File: src/rtl/run_length_histogram_pkg.sv
// Shared types and helpers for the run-length histogram block.
package hist_pkg;

    typedef enum logic {
        IDLE,
        ACTIVE
    } frame_st_t;

    typedef enum logic {
        GAP,
        RUN
    } run_st_t;

    localparam int unsigned MODE_VALID = 0;
    localparam int unsigned MODE_ONES  = 1;

    // Run lengths beyond max_run all share the overflow bin 0.
    function automatic int unsigned bin_idx(input int unsigned len, input int unsigned max_run);
        return (len > max_run) ? 32'd0 : len;
    endfunction

endpackage

File: src/rtl/run_length_histogram_if.sv
// Sample, frame-control and read-port signals of the run-length histogram.
interface run_length_histogram_if #(
    parameter int unsigned MAX_RUN = 16,
    parameter int unsigned CNT_W   = 10
);
    localparam int unsigned AW = $clog2(MAX_RUN + 1);

    logic             data_in;
    logic             data_valid;
    logic             hist_int;
    logic             rd_req;
    logic [AW-1:0]    addr;
    logic [CNT_W-1:0] hist_data;
    logic             hist_valid;
    logic [CNT_W+3:0] run_total;
    logic             sat;
    logic             active;

    modport master (
        output data_in, data_valid, hist_int, rd_req, addr,
        input  hist_data, hist_valid, run_total, sat, active
    );

    modport slave (
        input  data_in, data_valid, hist_int, rd_req, addr,
        output hist_data, hist_valid, run_total, sat, active
    );

endinterface

File: src/rtl/run_length_histogram_run_detector.sv
// Run FSM: tracks the current run length and flags its end for one cycle.
module hist_run_detector
    import hist_pkg::*;
#(
    parameter int unsigned MAX_RUN = 16,
    parameter int unsigned MODE    = MODE_VALID,
    localparam int unsigned LEN_W  = $clog2(MAX_RUN + 2)
) (
    input  logic             clk,
    input  logic             rst,
    input  logic             en_i,
    input  logic             clr_i,
    input  logic             data_in_i,
    input  logic             data_valid_i,
    output logic             run_done_o,
    output logic [LEN_W-1:0] run_len_o
);

    localparam logic [LEN_W-1:0] LenMax = LEN_W'(MAX_RUN + 1);

    run_st_t          st_q, st_d;
    logic [LEN_W-1:0] len_q, len_d;
    logic             cond;

    assign cond = (MODE == MODE_ONES) ? (data_valid_i & data_in_i) : data_valid_i;

    always_comb begin
        st_d       = st_q;
        len_d      = len_q;
        run_done_o = 1'b0;
        run_len_o  = len_q;
        // A frame clear discards any open run and ignores this cycle's sample.
        if (clr_i) begin
            st_d  = GAP;
            len_d = '0;
        end else if (en_i) begin
            case (st_q)
                GAP: begin
                    if (cond) begin
                        st_d  = RUN;
                        len_d = LEN_W'(1);
                    end
                end
                RUN: begin
                    if (cond) begin
                        if (len_q != LenMax) begin
                            len_d = len_q + LEN_W'(1);
                        end
                    end else begin
                        st_d       = GAP;
                        len_d      = '0;
                        run_done_o = 1'b1;
                    end
                end
                default: st_d = GAP;
            endcase
        end
    end

    always_ff @(posedge clk) begin
        if (rst) begin
            st_q  <= GAP;
            len_q <= '0;
        end else begin
            st_q  <= st_d;
            len_q <= len_d;
        end
    end

endmodule

File: src/rtl/run_length_histogram.sv
// Per-frame histogram of run lengths on a 1-bit sample stream, with a 2-cycle read port.
module run_length_histogram
    import hist_pkg::*;
#(
    parameter int unsigned MAX_RUN = 16,
    parameter int unsigned CNT_W   = 10,
    parameter int unsigned MODE    = MODE_VALID
) (
    input logic                   clk,
    input logic                   rst,
    run_length_histogram_if.slave hist_io
);

    localparam int unsigned AW    = $clog2(MAX_RUN + 1);
    localparam int unsigned LEN_W = $clog2(MAX_RUN + 2);
    localparam int unsigned TOT_W = CNT_W + 4;

    localparam logic [CNT_W-1:0] CntMax = '1;
    localparam logic [TOT_W-1:0] TotMax = '1;
    localparam logic [AW-1:0]    MaxIdx = AW'(MAX_RUN);

    frame_st_t        frame_q, frame_d;
    logic [CNT_W-1:0] bins_q [MAX_RUN+1];
    logic [CNT_W-1:0] bins_d [MAX_RUN+1];
    logic [TOT_W-1:0] total_q, total_d;
    logic             sat_q, sat_d;

    logic             run_en;
    logic             run_done;
    logic [LEN_W-1:0] run_len;
    logic [AW-1:0]    upd_idx;

    logic [CNT_W-1:0] rd_data;
    logic             rd_v1_q, rd_v2_q;
    logic [CNT_W-1:0] rd_d1_q, rd_d2_q;

    assign run_en  = (frame_q == ACTIVE);
    assign upd_idx = AW'(bin_idx(32'(run_len), MAX_RUN));

    hist_run_detector #(
        .MAX_RUN(MAX_RUN),
        .MODE   (MODE)
    ) u_run_det (
        .clk         (clk),
        .rst         (rst),
        .en_i        (run_en),
        .clr_i       (hist_io.hist_int),
        .data_in_i   (hist_io.data_in),
        .data_valid_i(hist_io.data_valid),
        .run_done_o  (run_done),
        .run_len_o   (run_len)
    );

    always_comb begin
        frame_d = frame_q;
        if (hist_io.hist_int) begin
            frame_d = ACTIVE;
        end
    end

    always_comb begin
        bins_d  = bins_q;
        total_d = total_q;
        sat_d   = sat_q;
        if (hist_io.hist_int) begin
            for (int i = 0; i <= int'(MAX_RUN); i++) begin
                bins_d[i] = '0;
            end
            total_d = '0;
            sat_d   = 1'b0;
        end else if (run_done) begin
            if (bins_q[upd_idx] == CntMax) begin
                sat_d = 1'b1;
            end else begin
                bins_d[upd_idx] = bins_q[upd_idx] + CNT_W'(1);
            end
            if (total_q == TotMax) begin
                sat_d = 1'b1;
            end else begin
                total_d = total_q + TOT_W'(1);
            end
        end
    end

    // Reads sample the registered bins, so same-cycle updates and clears are not visible.
    always_comb begin
        rd_data = '0;
        if (hist_io.rd_req && (hist_io.addr <= MaxIdx)) begin
            rd_data = bins_q[hist_io.addr];
        end
    end

    always_ff @(posedge clk) begin
        if (rst) begin
            frame_q <= IDLE;
            for (int i = 0; i <= int'(MAX_RUN); i++) begin
                bins_q[i] <= '0;
            end
            total_q <= '0;
            sat_q   <= 1'b0;
            rd_v1_q <= 1'b0;
            rd_d1_q <= '0;
            rd_v2_q <= 1'b0;
            rd_d2_q <= '0;
        end else begin
            frame_q <= frame_d;
            bins_q  <= bins_d;
            total_q <= total_d;
            sat_q   <= sat_d;
            rd_v1_q <= hist_io.rd_req;
            rd_d1_q <= rd_data;
            rd_v2_q <= rd_v1_q;
            rd_d2_q <= rd_d1_q;
        end
    end

    assign hist_io.hist_data  = rd_d2_q;
    assign hist_io.hist_valid = rd_v2_q;
    assign hist_io.run_total  = total_q;
    assign hist_io.sat        = sat_q;
    assign hist_io.active     = run_en;

endmodule

File: src/flat_wrapper.sv
// flat-port wrapper written by rule: the top's interface ports become plain ports
module run_length_histogram_flat import hist_pkg::*;
#(
    parameter int unsigned MAX_RUN = 16,
    parameter int unsigned CNT_W   = 10,
    parameter int unsigned MODE    = MODE_VALID
)
  (clk, rst, hist_io_data_in, hist_io_data_valid, hist_io_hist_int, hist_io_rd_req, hist_io_addr, hist_io_hist_data, hist_io_hist_valid, hist_io_run_total, hist_io_sat, hist_io_active);
  run_length_histogram_if #(.MAX_RUN(MAX_RUN), .CNT_W(CNT_W)) hist_io_i ();
  input logic clk;
  input logic rst;
  input wire logic [$bits(hist_io_i.data_in)-1:0] hist_io_data_in;
  input wire logic [$bits(hist_io_i.data_valid)-1:0] hist_io_data_valid;
  input wire logic [$bits(hist_io_i.hist_int)-1:0] hist_io_hist_int;
  input wire logic [$bits(hist_io_i.rd_req)-1:0] hist_io_rd_req;
  input wire logic [$bits(hist_io_i.addr)-1:0] hist_io_addr;
  output wire logic [$bits(hist_io_i.hist_data)-1:0] hist_io_hist_data;
  output wire logic [$bits(hist_io_i.hist_valid)-1:0] hist_io_hist_valid;
  output wire logic [$bits(hist_io_i.run_total)-1:0] hist_io_run_total;
  output wire logic [$bits(hist_io_i.sat)-1:0] hist_io_sat;
  output wire logic [$bits(hist_io_i.active)-1:0] hist_io_active;
  assign hist_io_i.data_in = hist_io_data_in;
  assign hist_io_i.data_valid = hist_io_data_valid;
  assign hist_io_i.hist_int = hist_io_hist_int;
  assign hist_io_i.rd_req = hist_io_rd_req;
  assign hist_io_i.addr = hist_io_addr;
  assign hist_io_hist_data = hist_io_i.hist_data;
  assign hist_io_hist_valid = hist_io_i.hist_valid;
  assign hist_io_run_total = hist_io_i.run_total;
  assign hist_io_sat = hist_io_i.sat;
  assign hist_io_active = hist_io_i.active;
  run_length_histogram #(.MAX_RUN(MAX_RUN), .CNT_W(CNT_W), .MODE(MODE)) u_core (.clk(clk), .rst(rst), .hist_io(hist_io_i));
endmodule
File: config.mk
export PLATFORM = sky130hd
export DESIGN_NAME = run_length_histogram_flat
export DESIGN_NICKNAME = d
export VERILOG_FILES = /design/src/rtl/run_length_histogram_pkg.sv /design/src/rtl/run_length_histogram_if.sv /design/src/rtl/run_length_histogram_run_detector.sv /design/src/rtl/run_length_histogram.sv /design/src/flat_wrapper.sv
export SDC_FILE = /design/constraint.sdc
export NUM_CORES = 1
export LEC_CHECK = 0
export CORE_MARGIN = 2
export CORE_UTILIZATION = 45
export CTS_CLUSTER_SIZE = 25
export DETAILED_ROUTE_END_ITERATION = 10
export PLACE_DENSITY = 0.67
export SETUP_SLACK_MARGIN = 0.1
export SLEW_MARGIN = 10
export SYNTH_ARGS = -nofsm -noshare
export SYNTH_HDL_FRONTEND = slang
export SYNTH_SLANG_ARGS = --single-unit
export TNS_END_PERCENT = 20
File: constraint.sdc
create_clock -name clk -period 7.1 [get_ports clk]
set_input_delay 1.065 -clock clk [delete_from_list [all_inputs] [get_ports clk]]
set_output_delay 1.065 -clock clk [all_outputs]
set_load 0.1 [all_outputs]
Word level (Yosys, flattened, before mapping)
Index checks and enable logic that the tools add are counted.

operators by class
  $add $sub $neg = 3
  magnitude comparators = 5
  equality and inequality tests = 5
  mux-type cells = 21
  bitwise operators = 6
  reduce and logical (&&, ||, !) cells = 9

operators by type and width
  cell                   number
  $bwmux 170             1
  $bmux 10 s5            2
  $demux 10 s5           1
  $mux 10                5
  $mux 5                 4
  $add 14x1->14 const B  1
  $eq 14x14->1 const B   1
  $ge 6x6->1 const B     2
  $not 5->6              2
  $add 10x1->10 const B  1
  $eq 10x10->1 const B   1
  $pmux 5 s2             1
  $mux 1                 7
  $lt 6x1->1 const B     1
  $reduce_and 2->1       3
  $add 5x1->5 const B    1
  $gt 5x5->1 const B     1
  $le 5x5->1 const B     1
  $ne 5x5->1 const B     1
  $not 1->1              4
  $reduce_or 2->1        2
  $ne 3x2->1 const B     1
  $reduce_and 3->1       1
  $logic_and 1x1->1      2
  2 further kinds        2

storage, ports and cells
  flip-flop bits (word level) = 214
  input bits = 11
  output and inout port bits = 27
  logic and storage cells = 75

Depth between registers and ports, before layout
  depth after elaboration = 9
  depth in mapped cells = 22
  mapped depth without buffers = 13

Hierarchy
Synthesis repeated with hierarchy kept, for this count alone.

unflattened totals
  cell total of the unflattened synthesis = 1118
  area, all modules = 11290.8 um2

by module, submodules not included
  module                instances  cells each  area each (um2)  sequential area each (um2)
  run_length_histogram  1          1075        10926.7          4164.0
  hist_run_detector     1          43          364.1            120.1

Worst setup path after synthesis
OpenSTA, ideal clock, no wires.

  path type = register -> register
  start point = register u_core.u_run_det.len_q[0] (netlist: u_core.u_run_det.run_len_o[0])
  end point = register u_core.bins_q[120] (netlist name)
  library setup time = 0.128 ns
  data arrival time = 4.337 ns
  data required time = 6.972 ns
  setup slack = 2.635 ns
  cell stages (with the launch flop) = 21
  path buffers = 7
  clock period less this slack = 4.465 ns
  cells stage by stage = dfxtp_1 > buf_4 > buf_6 > buf_4 > inv_1 > ha_1 > nor3b_4 > o21ai_1 > buf_2 > a2111oi_0 > o32ai_1 > buf_2 > inv_1 > clkbuf_1 > ha_1 > nor4b_4 > nand4_4 > buf_6 > o211ai_4 > mux2i_1 > nor2_1

on the way
  word-level cells in the longest chain between the ends = 9
  elaborated cells between the ends (all ways) = 16
  classes of those cells = add/sub: 1; order compare: 3; eq/ne: 1; mux: 7; bitwise: 2; reduce/logical: 2

RTL lines
  what                                                                   line                                                    RTL
  from (decl)                                                            run_length_histogram_run_detector.sv:22                 logic [LEN_W-1:0] len_q, len_d;
  from (signal assigned)                                                 run_length_histogram_run_detector.sv:66                 len_q <= len_d;
  $gt 5x5->1                                                             run_length_histogram_pkg.sv:19                          return (len > max_run) ? 32'd0 : len;
  $mux 5 *                                                               run_length_histogram_pkg.sv:19
  $not 5->6 (implied by the code) *                                      run_length_histogram.sv:72, run_length_histogram.sv:75
  parallel branches: the longest is 6 deep, another holds $add 10x1->10  -
  to (signal assigned)                                                   run_length_histogram.sv:107                             bins_q <= bins_d;
  to (decl)                                                              run_length_histogram.sv:23                              logic [CNT_W-1:0] bins_q [MAX_RUN+1];

Mark *: on every way between the ends. The select of a mux whose other input is x is not followed.
A chain may end at the register's enable or synchronous reset.

Worst setup path after layout
  start point = register u_core.u_run_det.len_q[1] (netlist: u_core.u_run_det.run_len_o[1])
  end point = register u_core.bins_q[0] (netlist name)

Same word-level chain as after synthesis.

==> results.json <==
{
  "setup_viol": 0,
  "drt-total-wl_um": 36500,
  "grt_pass1_wl_um": 55400,
  "utilization": 0.517,
  "synth_top_area_frac": 0.379,
  "crit_path_end_kind": "flip-flop",
  "postSynthCellCount": 1170,
  "r2r_setup_slack_ns": 1.83,
  "critPathRequiredTime_ns": 7.49,
  "cp-start-kind": "flip-flop",
  "cts_inserted_buffers": 24,
  "grt_max_degree": 72,
  "fillers": 2182,
  "cts_root_buffer": "clkbuf_16",
  "io_pins": 38,
  "ys_seq_area_frac": 0.379,
  "tritoncts": "done",
  "start_util": 0.462,
  "ir_worst_vdd_v": 0.000176,
  "fin_crit_sh": 0.742,
  "gp_congestion": 0.957,
  "hpwl_um": 23500,
  "powerDensity_nw_per_um2": 203,
  "layout_common_cells": "212 x dfxtp_1, 130 x nor2_1, 115 x a21oi_1",
  "p_leak_nw": 4.23,
  "setup_ws_ns": 1.83,
  "min_from": "u_core.rd_d1_q[1]$_SDFF_PP0_",
  "core_area_sq_um": 24500,
  "finalCriticalPeriod_ns": 5.27,
  "hold_depth": 1,
  "die_x_um": 162,
  "critPathMaxFanout": 22,
  "synth_cell_types": 79,
  "first_iter_violations": 1328,
  "nNetsFinal": 1182,
  "clock_sinks": 214,
  "syn_avg_cell_area_sq_um": 9.66,
  "dieArea_sq_um": 26400,
  "vias": 9839,
  "reg2reg_from": "u_core.u_run_det.run_len_o[1]$_SDFFE_PP0P_",
  "cts_setup_buffers": 0,
  "cp.arrival_ns": 5.66,
  "cap_violations": 0,
  "clock_latency_ns": 0.53,
  "clk_pin_slew_ns": 0.06,
  "r2r_end": "u_core.bins_q[0]$_SDFFE_PP0P_",
  "worst_pin_slew_ns": 1.24,
  "multiInputGateArea_sq_um": 6460,
  "drc_errors": 0,
  "clk_path_buf_depth": 3,
  "die_h_um": 162,
  "synth-main-ff-cell": "dfxtp_1",
  "cts_resized": 0,
  "synth_top_cell_by_area": "dfxtp_1",
  "first_pass_iters": 6,
  "grt_pass1_vias": 9028,
  "area_delta_synth_final_pct": 11.9,
  "min_path_type": "reg -> reg",
  "setup_tns_ns": 0,
  "synth-edff-count": 0,
  "antenna_cells": 0,
  "synthTopCellsByArea": "dfxtp_1 38%, mux4_2 11%, mux2i_1 8.3%",
  "ctsHoldBuffers": 0,
  "rsz0062_at_grt": "no",
  "synth_area_sq_um": 11300,
  "async_reset_ff_frac": 0,
  "grt.total_usage": 0.273,
  "drive_gt1_frac": 0.166,
  "synth-seq-cells": 214,
  "gr-total-overflow": 0,
  "layout_commonest_cell": "dfxtp_1",
  "ff2ff_path_depth": 14,
  "antenna_found_initial": 0,
  "slew_viol_final": 0,
  "synth_nets": 1186,
  "h-tree-depth": 1,
  "fin_skew_ns": 0.0189,
  "worstSetupPathType": "reg -> reg",
  "yosysWarnings": 0,
  "port_buffers": 36,
  "wl_per_cell_um": 24.2,
  "worst_hold_path.endpoint": "u_core.hist_io.hist_data[1]$_SDFF_PP0_",
  "pre_cts_ws_ns": 1.99,
  "hold_viol": 0,
  "drtAntennaViolNets": 0,
  "fmax_mhz": 190,
  "regArea_sq_um": 4290,
  "vias_per_cell": 6.53,
  "outcome": "finished clean",
  "rows": 57,
  "relSlewSlack": 0.173
}
-- cell usage after synthesis (6+ instances only) --
library cell	n
nand2_1	36
buf_6	7
xor2_1	15
nor2b_1	17
a211oi_1	53
nand2b_1	6
mux4_2	54
a311oi_1	6
a31oi_1	9
a221oi_1	8
mux2_2	12
nor3_1	67
o21ai_1	6
mux2i_1	94
inv_1	13
a211oi_2	7
o221ai_1	10
clkbuf_1	55
buf_2	29
nand3_1	40
a21oi_1	115
o21ai_0	29
xnor2_1	7
buf_4	13
nor2_1	131
dfxtp_1	214
-- layout make-up --
cell class	instances	share of cell area
timing repair buffer	77	0.0520
clock inverter	3	0.00168
inverter	14	0.00416
multi-input combinational	835	0.511
clock buffer	40	0.0603
tap	324	0.0321
sequential	214	0.339
-- kinds of logic after synthesis --
kind of cell / Yosys count / synth area share
AO/OA/AOI/OAI: 310 / 0.194
XOR/XNOR: 25 / 0.0214
flip-flops: 214 / 0.379
adder cells (fa/ha/maj): 5 / 0.00554
buffers and inverters: 121 / 0.0524
multiplexers: 160 / 0.203
AND/OR/NAND/NOR: 335 / 0.145
-- per-layer routing --
metal / global-route usage / wire length [um]
met3: 0.0797 / 4460
met4: 0.113 / 1590
met2: 0.399 / 15600
met1: 0.377 / 14900
met5: 0 / 0
-- metrics by stage --
| step | instance area (sq um) | cells | power [mW] | hold slack (ns) |
|---|---|---|---|---|
| floorplan | 11300 | 1170 | 1.31 | 0.414 |
| global placement | 11900 | 1464 | 1.35 | 0.416 |
| detailed placement | 11900 | 1464 | 1.35 | 0.424 |
| CTS | 12600 | 1507 | 2.57 | 0.437 |
| global route | 12600 | 1507 | 2.63 | 0.459 |
| finish | 12600 | 1507 | 2.57 | 0.433 |
-- worst max-delay path, cell delays in order (launching register included) --
cell and delay, ns:
dfxtp_2 0.49, inv_1 0.14, ha_1 0.26, nor3b_4 0.61, o21ai_4 0.34, a2111oi_0 0.71
o32ai_1 0.23, inv_1 0.12, ha_1 0.22, nor4b_4 0.43, nand4_4 0.44, o211ai_2 0.56
buf_4 0.31, mux2i_1 0.20, nor2_1 0.05
-- worst max-delay path by stage --
stage,from,slack (ns),cells after the start,to
final,u_core.u_run_det.run_len_o[1]$_SDFFE_PP0P_,1.83,14,u_core.bins_q[0]$_SDFFE_PP0P_
after global routing,u_core.u_run_det.run_len_o[1]$_SDFFE_PP0P_,1.63,14,u_core.bins_q[2]$_SDFFE_PP0P_
after CTS,u_core.u_run_det.run_len_o[1]$_SDFFE_PP0P_,1.96,14,u_core.bins_q[2]$_SDFFE_PP0P_
after detailed placement,u_core.u_run_det.run_len_o[1]$_SDFFE_PP0P_,1.99,14,u_core.bins_q[2]$_SDFFE_PP0P_
after global placement,u_core.u_run_det.run_len_o[1]$_SDFFE_PP0P_,2.00,14,u_core.bins_q[3]$_SDFFE_PP0P_
after floorplan,u_core.u_run_det.run_len_o[0]$_SDFFE_PP0P_,2.64,20,u_core.bins_q[120]$_SDFFE_PP0P_
-- where the power goes --
part	leakage, nW	switching (mW)	total [mW]	internal [mW]
sequential	1.72	0.00163	1.20	1.20
clock	0.382	0.511	1.24	0.728
combinational	2.12	0.0868	0.123	0.0362
total	4.23	0.599	2.57	1.97
-- state kept, by name, indices dropped and copies added, names as in the netlist --
register,flops
u_core.bins_q,170
u_core.hist_io.run_total,14
u_core.hist_io.hist_data,10
u_core.rd_d1_q,10
u_core.u_run_det.run_len_o,5
u_core.hist_io.active,1
u_core.hist_io.hist_valid,1
u_core.hist_io.sat,1
u_core.rd_v1_q,1
u_core.u_run_det.st_q,1
Note: power is estimated with default switching activity, not from simulation.
